`src/rtl/network_rx_hcp.sv`:
```
// GMII receive framer for the HCP port: strips preamble/SFD and emits
// 9-bit packet words with first/last markers, error flags and counters.
module network_rx_hcp #(
   parameter int MIN_LEN = 64,
   parameter int MAX_LEN = 1522
) (
   input  logic        i_clk,
   input  logic        i_rst,
   input  logic [7:0]  iv_gmii_rxd,
   input  logic        i_gmii_rx_dv,
   input  logic        i_gmii_rx_er,
   output logic [8:0]  ov_pkt_data,
   output logic        o_pkt_data_wr,
   output logic        o_pkt_err,
   output logic [15:0] ov_rx_pkt_cnt,
   output logic [15:0] ov_rx_err_cnt,
   output logic [1:0]  ov_rx_state
);

   typedef enum logic [1:0] {
      IDLE    = 2'd0,
      PRE     = 2'd1,
      DATA    = 2'd2,
      DISCARD = 2'd3
   } state_t;

   localparam logic [10:0] MIN_L = 11'(MIN_LEN);
   localparam logic [10:0] MAX_L = 11'(MAX_LEN);
   localparam logic [7:0]  PRE_B = 8'h55;
   localparam logic [7:0]  SFD_B = 8'hD5;

   state_t      state;
   logic [7:0]  hold;
   logic        held;
   logic        first;
   logic [10:0] len;
   logic        er_lat;

   function automatic logic [15:0] sat_inc(input logic [15:0] v);
      return (v == 16'hFFFF) ? v : v + 16'd1;
   endfunction

   assign ov_rx_state = state;

   always_ff @(posedge i_clk or posedge i_rst) begin
      if (i_rst) begin
         state         <= IDLE;
         hold          <= 8'd0;
         held          <= 1'b0;
         first         <= 1'b0;
         len           <= 11'd0;
         er_lat        <= 1'b0;
         ov_pkt_data   <= 9'd0;
         o_pkt_data_wr <= 1'b0;
         o_pkt_err     <= 1'b0;
         ov_rx_pkt_cnt <= 16'd0;
         ov_rx_err_cnt <= 16'd0;
      end else begin
         o_pkt_data_wr <= 1'b0;
         o_pkt_err     <= 1'b0;
         unique case (state)
            IDLE, PRE: begin
               if (!i_gmii_rx_dv) begin
                  state <= IDLE;
               end else if (iv_gmii_rxd == PRE_B) begin
                  state <= PRE;
               end else if (iv_gmii_rxd == SFD_B) begin
                  state  <= DATA;
                  len    <= 11'd0;
                  held   <= 1'b0;
                  first  <= 1'b1;
                  er_lat <= 1'b0;
               end else begin
                  state         <= DISCARD;
                  ov_rx_err_cnt <= sat_inc(ov_rx_err_cnt);
               end
            end
            DATA: begin
               if (!i_gmii_rx_dv) begin
                  state <= IDLE;
                  held  <= 1'b0;
                  if (held) begin
                     ov_pkt_data   <= {1'b1, hold};
                     o_pkt_data_wr <= 1'b1;
                     if (er_lat || len < MIN_L) begin
                        o_pkt_err     <= 1'b1;
                        ov_rx_err_cnt <= sat_inc(ov_rx_err_cnt);
                     end else begin
                        ov_rx_pkt_cnt <= sat_inc(ov_rx_pkt_cnt);
                     end
                  end else begin
                     // SFD followed directly by end of carrier: empty frame
                     ov_rx_err_cnt <= sat_inc(ov_rx_err_cnt);
                  end
               end else if (len == MAX_L) begin
                  state         <= DISCARD;
                  held          <= 1'b0;
                  ov_pkt_data   <= {1'b1, hold};
                  o_pkt_data_wr <= 1'b1;
                  o_pkt_err     <= 1'b1;
                  ov_rx_err_cnt <= sat_inc(ov_rx_err_cnt);
               end else begin
                  len  <= len + 11'd1;
                  hold <= iv_gmii_rxd;
                  held <= 1'b1;
                  if (i_gmii_rx_er) er_lat <= 1'b1;
                  if (held) begin
                     ov_pkt_data   <= {first, hold};
                     o_pkt_data_wr <= 1'b1;
                     first         <= 1'b0;
                  end
               end
            end
            DISCARD: begin
               if (!i_gmii_rx_dv) state <= IDLE;
            end
            default: state <= IDLE;
         endcase
      end
   end

endmodule

```
`config.mk`:
```
export PLATFORM = sky130hd
export DESIGN_NAME = network_rx_hcp
export DESIGN_NICKNAME = d
export VERILOG_FILES = /design/src/rtl/network_rx_hcp.sv
export SDC_FILE = /design/constraint.sdc
export NUM_CORES = 1
export LEC_CHECK = 0
export ABC_AREA = 0
export CORE_MARGIN = 10
export CORE_UTILIZATION = 45
export DETAILED_ROUTE_END_ITERATION = 8
export GPL_TIMING_DRIVEN = 0
export PLACE_DENSITY = 0.7
export SLEW_MARGIN = 20
export SYNTH_ARGS = -nofsm -noshare
export SYNTH_HDL_FRONTEND = slang
export SYNTH_SLANG_ARGS = --single-unit
```
`constraint.sdc`:
```
create_clock -name i_clk -period 5.41 [get_ports i_clk]
set_input_delay 0.8115 -clock i_clk [delete_from_list [all_inputs] [get_ports i_clk]]
set_output_delay 0.8115 -clock i_clk [all_outputs]
set_load 0.03 [all_outputs]
```
; ---- Yosys cells after proc, flatten, opt, wreduce, memory -nomap -nowiden
; Index checks and enable logic that the tools add are counted.
[word_totals]
regBits = 67
in_bits = 12
output_inout_bits = 45
[classes]
addsub = 3
n_lt_le_gt_ge = 1
n_eq_ne = 19
mux = 52
n_bitwise = 4
reduce_logical = 15
[ops]
columns = cell, n
row1 = $mux 16, 8
row2 = $mux 11, 5
row3 = $mux 9, 4
row4 = $add 16x1->16 const B, 2
row5 = $eq 16x16->1 const B, 2
row6 = $pmux 16 s2, 1
row7 = $mux 1, 24
row8 = $pmux 11 s2, 1
row9 = $ne 2x2->1 const B, 9
row10 = $reduce_and 7->1, 2
row11 = $reduce_and 6->1, 2
row12 = $add 11x1->11 const B, 1
row13 = $eq 11x11->1 const B, 1
row14 = $lt 11x7->1 const B, 1
row15 = $mux 2, 5
row16 = $eq 8x7->1 const B, 1
row17 = $eq 8x8->1 const B, 1
row18 = $pmux 1 s2, 3
row19 = $pmux 2 s3, 1
row20 = $reduce_and 3->1, 2
row21 = $reduce_bool 2->1, 3
row22 = $reduce_and 5->1, 1
row23 = $eq 2x2->1 const B, 2
row24 = $ne 4x4->1 const B, 1
row25 = 8 further kinds, 11

; ---- Longest topological paths before layout
; Gate-level depths: netlist (run 1).
[logic_depth]
word_depth = 6
depth_mapped = 8
ltp_nobuf = 7

; ---- Worst setup path before layout (run 1)
; Ideal clock, no wire load.
[synth_path]
path_kind = in2reg
from = in i_gmii_rx_dv
to = reg ov_rx_err_cnt[1]
setup_ns = 0.128
arrival_ns = 2.037
t_required_ns = 5.282
slack_ns = 3.246
stages = 6
cell_sequence = buf_6 nand4bb_4 a211o_1 o2111a_2 nand3_2 mux2_1
[synth_between]
elab_chain_cells = 2
elab_cells_between_ends = 6
[synth_lines]
columns = element, line_no
row1 = from (decl), 10  ; input logic i_gmii_rx_dv,
row2 = $ne 4x4->1 (no source line) (tied with other cells), --
row3 = $reduce_and 6->1 (no source line) / $pmux 16 s2 (equally long branches), --
row4 = to (signal assigned), 75  ; ov_rx_err_cnt <= sat_inc(ov_rx_err_cnt);
row5 = to (signal assigned), 87  ; ov_rx_err_cnt <= sat_inc(ov_rx_err_cnt);
row6 = to (signal assigned), 93  ; ov_rx_err_cnt <= sat_inc(ov_rx_err_cnt);
row7 = to (decl), 16  ; output logic [15:0] ov_rx_err_cnt,
; Parallel ways exist; a longest one is shown, timed or not.
; A chain may end at the register's enable or synchronous reset.

; ---- Worst setup path after layout (run 1)
[layout_path]
from = in iv_gmii_rxd[2]
to = reg len[2]
[layout_between]
elab_chain_cells = 3
elab_cells_between_ends = 5
[layout_lines]
columns = element, line_no
row1 = from (decl), 9  ; input logic [7:0] iv_gmii_rxd,
row2 = $eq 8x8->1 / $eq 8x7->1 (equally long branches), "67, 65"
row3 = $ne 2x2->1 (no source line), --
row4 = $reduce_and 6->1 (no source line) *, --
row5 = to (signal assigned), 103  ; len <= len + 11'd1;
row6 = to (decl), 36  ; logic [10:0] len;
; Mark *: on every way between the ends. The rest lies on a longest branch, timed or not.

==> flow_summary.json, run 1 <==
{
  "grt_max_degree": 53,
  "root_buffer": "clkbuf_8",
  "first_pass_iters": 4,
  "grt_pass1_vias": 2347,
  "cts_buffers": 9,
  "cp-endpoint": "len[2]",
  "powerDensity_nw_per_um2": 377,
  "yosysTopAreaCellShare_pct": 51.2,
  "whs_ns": 0.490,
  "antenna_found_initial": 0,
  "syn_area_sq_um": 3270,
  "r2r_end": "len[2]",
  "cp.depth": 5,
  "ctsResizeCount": 0,
  "syn2layout_area_growth_pct": 28.4,
  "nets": 362,
  "wire_per_inst_um": 15.4,
  "timing.critical_path.mode_cell": "nor2_1",
  "fin_tns_setup_ns": 0,
  "synth-seq-cells": 67,
  "die_w_um": 105,
  "post-dp-hpwl_mm": 5.08,
  "cts_hold_buf": 0,
  "dpl_cell_area_sq_um": 3980,
  "wl_met3_um": 394,
  "clock-sinks": 67,
  "cp_cell_sequence": "clkdlybuf4s50_1 > nor4bb_1 > nand3_1 > nor2_1 > nor2_1",
  "end_kind": "flip-flop",
  "slowest_stage": "nor2_1",
  "n_antenna_cell": 0,
  "ir_worst_vdd_mv": 0.125,
  "num_vias": 2355,
  "cp-start-kind": "input port",
  "avgSynthCellArea_sq_um": 11.7,
  "core-area_sq_um": 7180,
  "max_stage_delay_ns": 0.63,
  "yosysWarnings": 0,
  "place_congestion": 0.812,
  "grt_use_total_pct": 12.9,
  "ios": 57,
  "drt-total-wl_mm": 6.93,
  "clock_latency_ns": 0.34,
  "r2r_cells": 4,
  "cp_top_family": "simple AND/OR/NAND/NOR gates",
  "avgViaCountPerCell": 5.23,
  "status": "completed",
  "grt_first_pass_wirelength_mm": 11.8,
  "finalHoldViolCount": 0,
  "fin_cells": 450,
  "grt.overflow.total": 0,
  "cts_setup_buffers": 0,
  "p_leak_nw": 1.81,
  "postRouteAntennaNets": 0,
  "cts-htree-levels": 3,
  "rows": 31,
  "skew_ns": 0.00595,
  "max_cap_viol_count": 0,
  "worstMarginPinSlew_ns": 0.693,
  "rrSetupSlack_ns": 3.30,
  "syn-num-nets": 295,
  "path_clk_slew_ns": 0.07,
  "ys_top_cells_by_area": "dfrtp_1 51%, xnor2_1 6.4%, mux2_4 3.7%, xor2_1 3.5%, mux2_1 3.1%",
  "yosysTopAreaCell": "dfrtp_1",
  "fin_crit_sh_pct": 49.3,
  "async_flop_share_pct": 100,
  "start_util_pct": 45.6,
  "synth_edf_count": 0,
  "critPathRequiredTime_ns": 5.60,
  "rr_startpoint": "ov_rx_state[1]",
  "fmax_mhz": 375,
  "drive_gt1_share_pct": 13.7,
  "synth-main-ff-cell": "dfrtp_1",
  "ys_top_cells_by_count": "67 x dfrtp_1, 24 x xnor2_1, 23 x nor2_1, 18 x nand3_1",
  "port_buffers": 55,
  "dieArea_sq_um": 11100,
  "synthDistinctLibCells": 52,
  "placed_cells": 434,
  "slew_headroom_pct": 53.6,
  "seq_area_frac_synth_pct": 51.2,
  "die_h_um": 105,
  "clockBufferDepth": 2,
  "syn_inst": 279,
  "hold_path_class": "reg2reg",
  "critical_path_arrival_ns": 2.86,
  "finalSetupViolCount": 0,
  "drt_iter0_markers": 105,
  "min_period_ns": 2.67,
  "worstSetupPathType": "in2reg",
  "rsz0062_at_grt": "no",
  "fin_util_pct": 58.6,
  "top_layer": "met4",
  "drv_slew": 0,
  "cts_tree": "done",
  "yosysMostFrequentCell": "dfrtp_1",
  "crit_path_max_fanout": 10,
  "drcViolationCount": 0,
  "startpoint": "iv_gmii_rxd[2]",
  "wl_met2_mm": 3.14,
  "fin_area_sq_um": 4200,
  "wl_met1_mm": 3.32,
  "worst-path-buf-inv": 1
}
==> worst register-to-register path: stages (launching register included) <==
cell and delay (ns):
dfrtp_1 0.51, nor4bb_1 0.40, nand3_1 0.31, nor2_1 0.63
nor2_1 0.13
==> cells by family (layout without fill, tap and decap cells) <==
kind of cell    after synthesis  after routing  synth area share (%)
xor+xnor                     37             37                  9.90
compound gates               26             26                  6.80
simple gates                109            109                  20.7
mux                          18             18                  7.11
fa+ha+maj                     4              4                  1.53
flops                        67             67                  51.2
buf+inv                      18             90                  2.75
==> report_power, final <==
group / total (W) / internal [W] / switching (W)
clock network: 0.000467 / 0.000273 / 0.000194
logic: 0.000443 / 0.000210 / 0.000232
registers: 0.000675 / 0.000592 / 0.0000833
==> placed cells by master, fill, tap and decap left out, types with 2 or more instances in the layout <==
master / n
clkinv_2: 2
o21ai_0: 3
and2_1: 2
mux2_1: 9
o211ai_1: 3
nor2_1: 23
clkbuf_8: 10
buf_6: 2
clkdlybuf4s50_1: 55
inv_1: 11
nand4_1: 9
nand2_1: 13
mux2_4: 8
a21oi_1: 4
o21ai_1: 4
dfrtp_1: 67
ha_1: 4
nand3_1: 18
and4_1: 8
bufinv_16: 2
nor4bb_1: 3
xnor2_1: 24
and3_1: 7
buf_2: 3
xor2_1: 13
nor3_1: 8
or3_1: 3
==> final cells by class <==
type	count	area [sq um]
plain buffers	6	45.0
clock buffers	10	138
clock inverters	6	87.6
fillers	619	2970
inverters	12	47.5
multi-input cells	194	1510
flip-flops and latches	67	1680
well taps	99	124
repair buffers	56	578
==> stage by stage <==
stage,worst slack [ns],total power (W)
floorplan,2.92,0.000952
finish,2.74,0.00158
detailed placement,2.36,0.00113
global placement,1.74,0.00112
CTS,2.72,0.00160
global route,2.57,0.00166
==> how the worst min path moves through the flow <==
stage	start	end	slack [ns]	depth (start not counted)
global route	hold[6]	ov_pkt_data[6]	0.52	1
detailed placement	first	first	0.48	2
global placement	ov_rx_pkt_cnt[5]	ov_rx_pkt_cnt[5]	0.47	1
CTS	ov_rx_pkt_cnt[5]	ov_rx_pkt_cnt[5]	0.49	1
floorplan	first	first	0.46	2
finish	ov_rx_pkt_cnt[5]	ov_rx_pkt_cnt[5]	0.49	1
==> layer usage <==
layer  track usage [%]  up-vias
met4              4.80        0
met5                 0        -
met2              18.8       50
met3              4.38        8
li1                  -     1134
met1              17.2     1163
==> state kept, by name (all words and copies together), names as in the netlist <==
register,count
hold,8
len,11
ov_rx_pkt_cnt,16
held,1
o_pkt_err,1
er_lat,1
first,1
o_pkt_data_wr,1
ov_pkt_data,9
ov_rx_err_cnt,16
ov_rx_state,2
(Power assumes the default switching activity.)
==> run 2, diff against run 1 <==
Clock period 5.41 ns to 2.65 ns, I/O delays scaled along.
==> results of run 2 <==
Same layout as run 1 (identical final DEF). Status: completed.
Main changes from that run: setup slack after placement 2.36 ns -> 0.0117 ns; setup slack after layout 2.74 ns -> 0.398 ns; hold slack 0.490 ns -> 0.338 ns; register-to-register setup slack 3.30 ns -> 0.54 ns; total power 0.00158 W -> 0.00324 W; worst IR drop on VDD 0.125 mV -> 0.254 mV
==> run 3, diff against run 2 <==
Settings changed: PLACE_DENSITY 0.7 to 0.72.
Clock period 2.65 ns to 2 ns, I/O delays scaled along.
==> run 3 against run 2 <==
Worst setup slack got worse by 0.34 ns. Global-route usage rose by 0.27 points. Final area rose by 2.4%. Clock-buffer cell count fell by 1. Die area did not move. Routed wire length rose by 3.7%. First-iteration DRC count rose by 46%. Total power rose by 38%. Combinational power rose by 36%. Critical path depth fell by 4. Via count rose by 1.2%. Cell count rose by 1.1%. Critical path type is now reg2out. Highest routed layer unchanged.
==> flow_summary.json, run 3 (synthesis results as in run 1) <==
{
  "status": "completed",
  "grt_first_pass_wirelength_mm": 12.2,
  "drive_gt1_share_pct": 16.0,
  "antenna_found_initial": 0,
  "cp_top_family": "buffers and inverters",
  "drcViolationCount": 0,
  "n_antenna_cell": 0,
  "clock_latency_ns": 0.34,
  "drt-total-wl_mm": 7.18,
  "end_kind": "output pin",
  "dpl_cell_area_sq_um": 3970,
  "hold_path_class": "in2reg",
  "post-dp-hpwl_mm": 5.30,
  "nFillCells": 577,
  "max_cap_viol_count": 0,
  "ir_worst_vdd_mv": 0.488,
  "slowest_stage": "clkdlybuf4s50_1",
  "postRouteAntennaNets": 0,
  "first_pass_iters": 4,
  "fin_tns_setup_ns": 0,
  "clock-sinks": 67,
  "drv_slew": 0,
  "grt_use_met3_pct": 3.96,
  "worst-path-buf-inv": 1,
  "fin_crit_sh_pct": 97.0,
  "fin_area_sq_um": 4300,
  "worstMarginPinSlew_ns": 0.459,
  "syn2layout_area_growth_pct": 31.4,
  "skew_ns": 0.00865,
  "largestRegisters": "ov_rx_err_cnt (16), ov_rx_pkt_cnt (16), len (11)",
  "max_stage_delay_ns": 0.75,
  "die_w_um": 105,
  "finalSetupViolCount": 0,
  "core-area_sq_um": 7180,
  "slew_headroom_pct": 69.3,
  "rows": 31,
  "grt.overflow.total": 0,
  "fin_util_pct": 60.0,
  "avgViaCountPerCell": 5.24,
  "busiest_layer": "met2",
  "ios": 57,
  "port_buffers": 55,
  "finalHoldViolCount": 0,
  "clockBufferDepth": 2,
  "grt_pass1_vias": 2445,
  "grt_util_met1_pct": 17.4,
  "grt_use_total_pct": 13.1,
  "start_util_pct": 45.6,
  "p_leak_nw": 1.84,
  "cts_buffers": 9,
  "cts-htree-levels": 3,
  "min_period_ns": 1.94,
  "drt_iter0_markers": 153,
  "powerDensity_nw_per_um2": 1030,
  "grt.met2_usage_pct": 19.9,
  "critical_path_arrival_ns": 1.64,
  "die_h_um": 105,
  "cp-start-kind": "flip-flop",
  "fin_ws_ns": 0.0595,
  "wire_per_inst_um": 15.8,
  "path_clk_slew_ns": 0.08,
  "dieArea_sq_um": 11100,
  "crit_path_max_fanout": 8,
  "fmax_mhz": 515,
  "final_common_cell": "dfrtp_1",
  "nets": 367,
  "root_buffer": "clkbuf_8",
  "grt_max_degree": 39,
  "final_cell_mix": "67 x dfrtp_1, 55 x clkdlybuf4s50_1, 24 x xnor2_1, 22 x nor2_1, 18 x nand3_1",
  "cts_tree": "done",
  "place_congestion": 0.775,
  "cp_cell_sequence": "clkdlybuf4s50_1",
  "critPathRequiredTime_ns": 1.70,
  "dp_slack_ns": -0.574,
  "num_vias": 2383,
  "rsz0062_at_grt": "no",
  "worstSetupPathType": "reg2out"
}
run 3: cell count changes in the layout (fill, tap and decap cells not counted), moves of 2 or more:
cell | previous run | this run
nor4bb_2 | 0 | 2
buf_4 | 1 | 5
clkinv_2 | 2 | 0
buf_12 | 0 | 2
nor4bb_1 | 3 | 1
run 3: worst paths after layout:
path / startpoint / endpoint / slack, ns / cells past startpoint
min reg2reg: ov_rx_pkt_cnt[5] / ov_rx_pkt_cnt[5] / 0.49 / 1
max: ov_rx_state[1] / ov_rx_state[1] / 0.06 / 1
min: i_gmii_rx_dv / o_pkt_err / 0.28 / 3
max reg2reg: len[0] / hold[5] / 0.10 / 7
min in group asynchronous: i_rst / ov_pkt_data[5] / 0.31 / 2
max in group asynchronous: i_rst / len[9] / 1.16 / 3
run 3: power by group:
group / switching (W) / leakage [nW] / total [W] / internal, W
combinational: 0.000641 / 0.878 / 0.00123 / 0.000586
sequential: 0.000243 / 0.841 / 0.00184 / 0.00160
clock: 0.000544 / 0.120 / 0.00138 / 0.000838
total: 0.00143 / 1.84 / 0.00445 / 0.00302
run 3: layout make-up:
type / instances / area [sq um] / share of cell area, %
multi-input cells: 194 / 1540 / 35.8
clock inverters: 7 / 124 / 2.88
clock buffers: 9 / 124 / 2.88
inverters: 12 / 47.5 / 1.10
flip-flops and latches: 67 / 1680 / 39.0
repair buffers: 61 / 621 / 14.4
well taps: 99 / 124 / 2.88
plain buffers: 6 / 47.5 / 1.10
run 3: stage by stage:
stage          hold slack (ns)  power [W]  instances
2_1_floorplan            0.432    0.00258        279
3_3_place_gp             0.476    0.00303        433
3_5_place_dp             0.486    0.00308        434
4_1_cts                  0.268    0.00448        451
5_1_grt                  0.286    0.00466        455
6_report                 0.283    0.00445        455
run 3: routing by layer:
metal | share of wire (%) | vias up
met5 | 0 | -
met4 | 1.3 | 0
met3 | 5.1 | 9
met2 | 46 | 59
met1 | 48 | 1176
li1 | - | 1139
run 3: repair_timing:
action	CTS	global route
buffers inserted	1	4
pin swaps	1	2
endpoints found under the setup margin	18	36
resized for setup	1	6
hold buffers	0	0
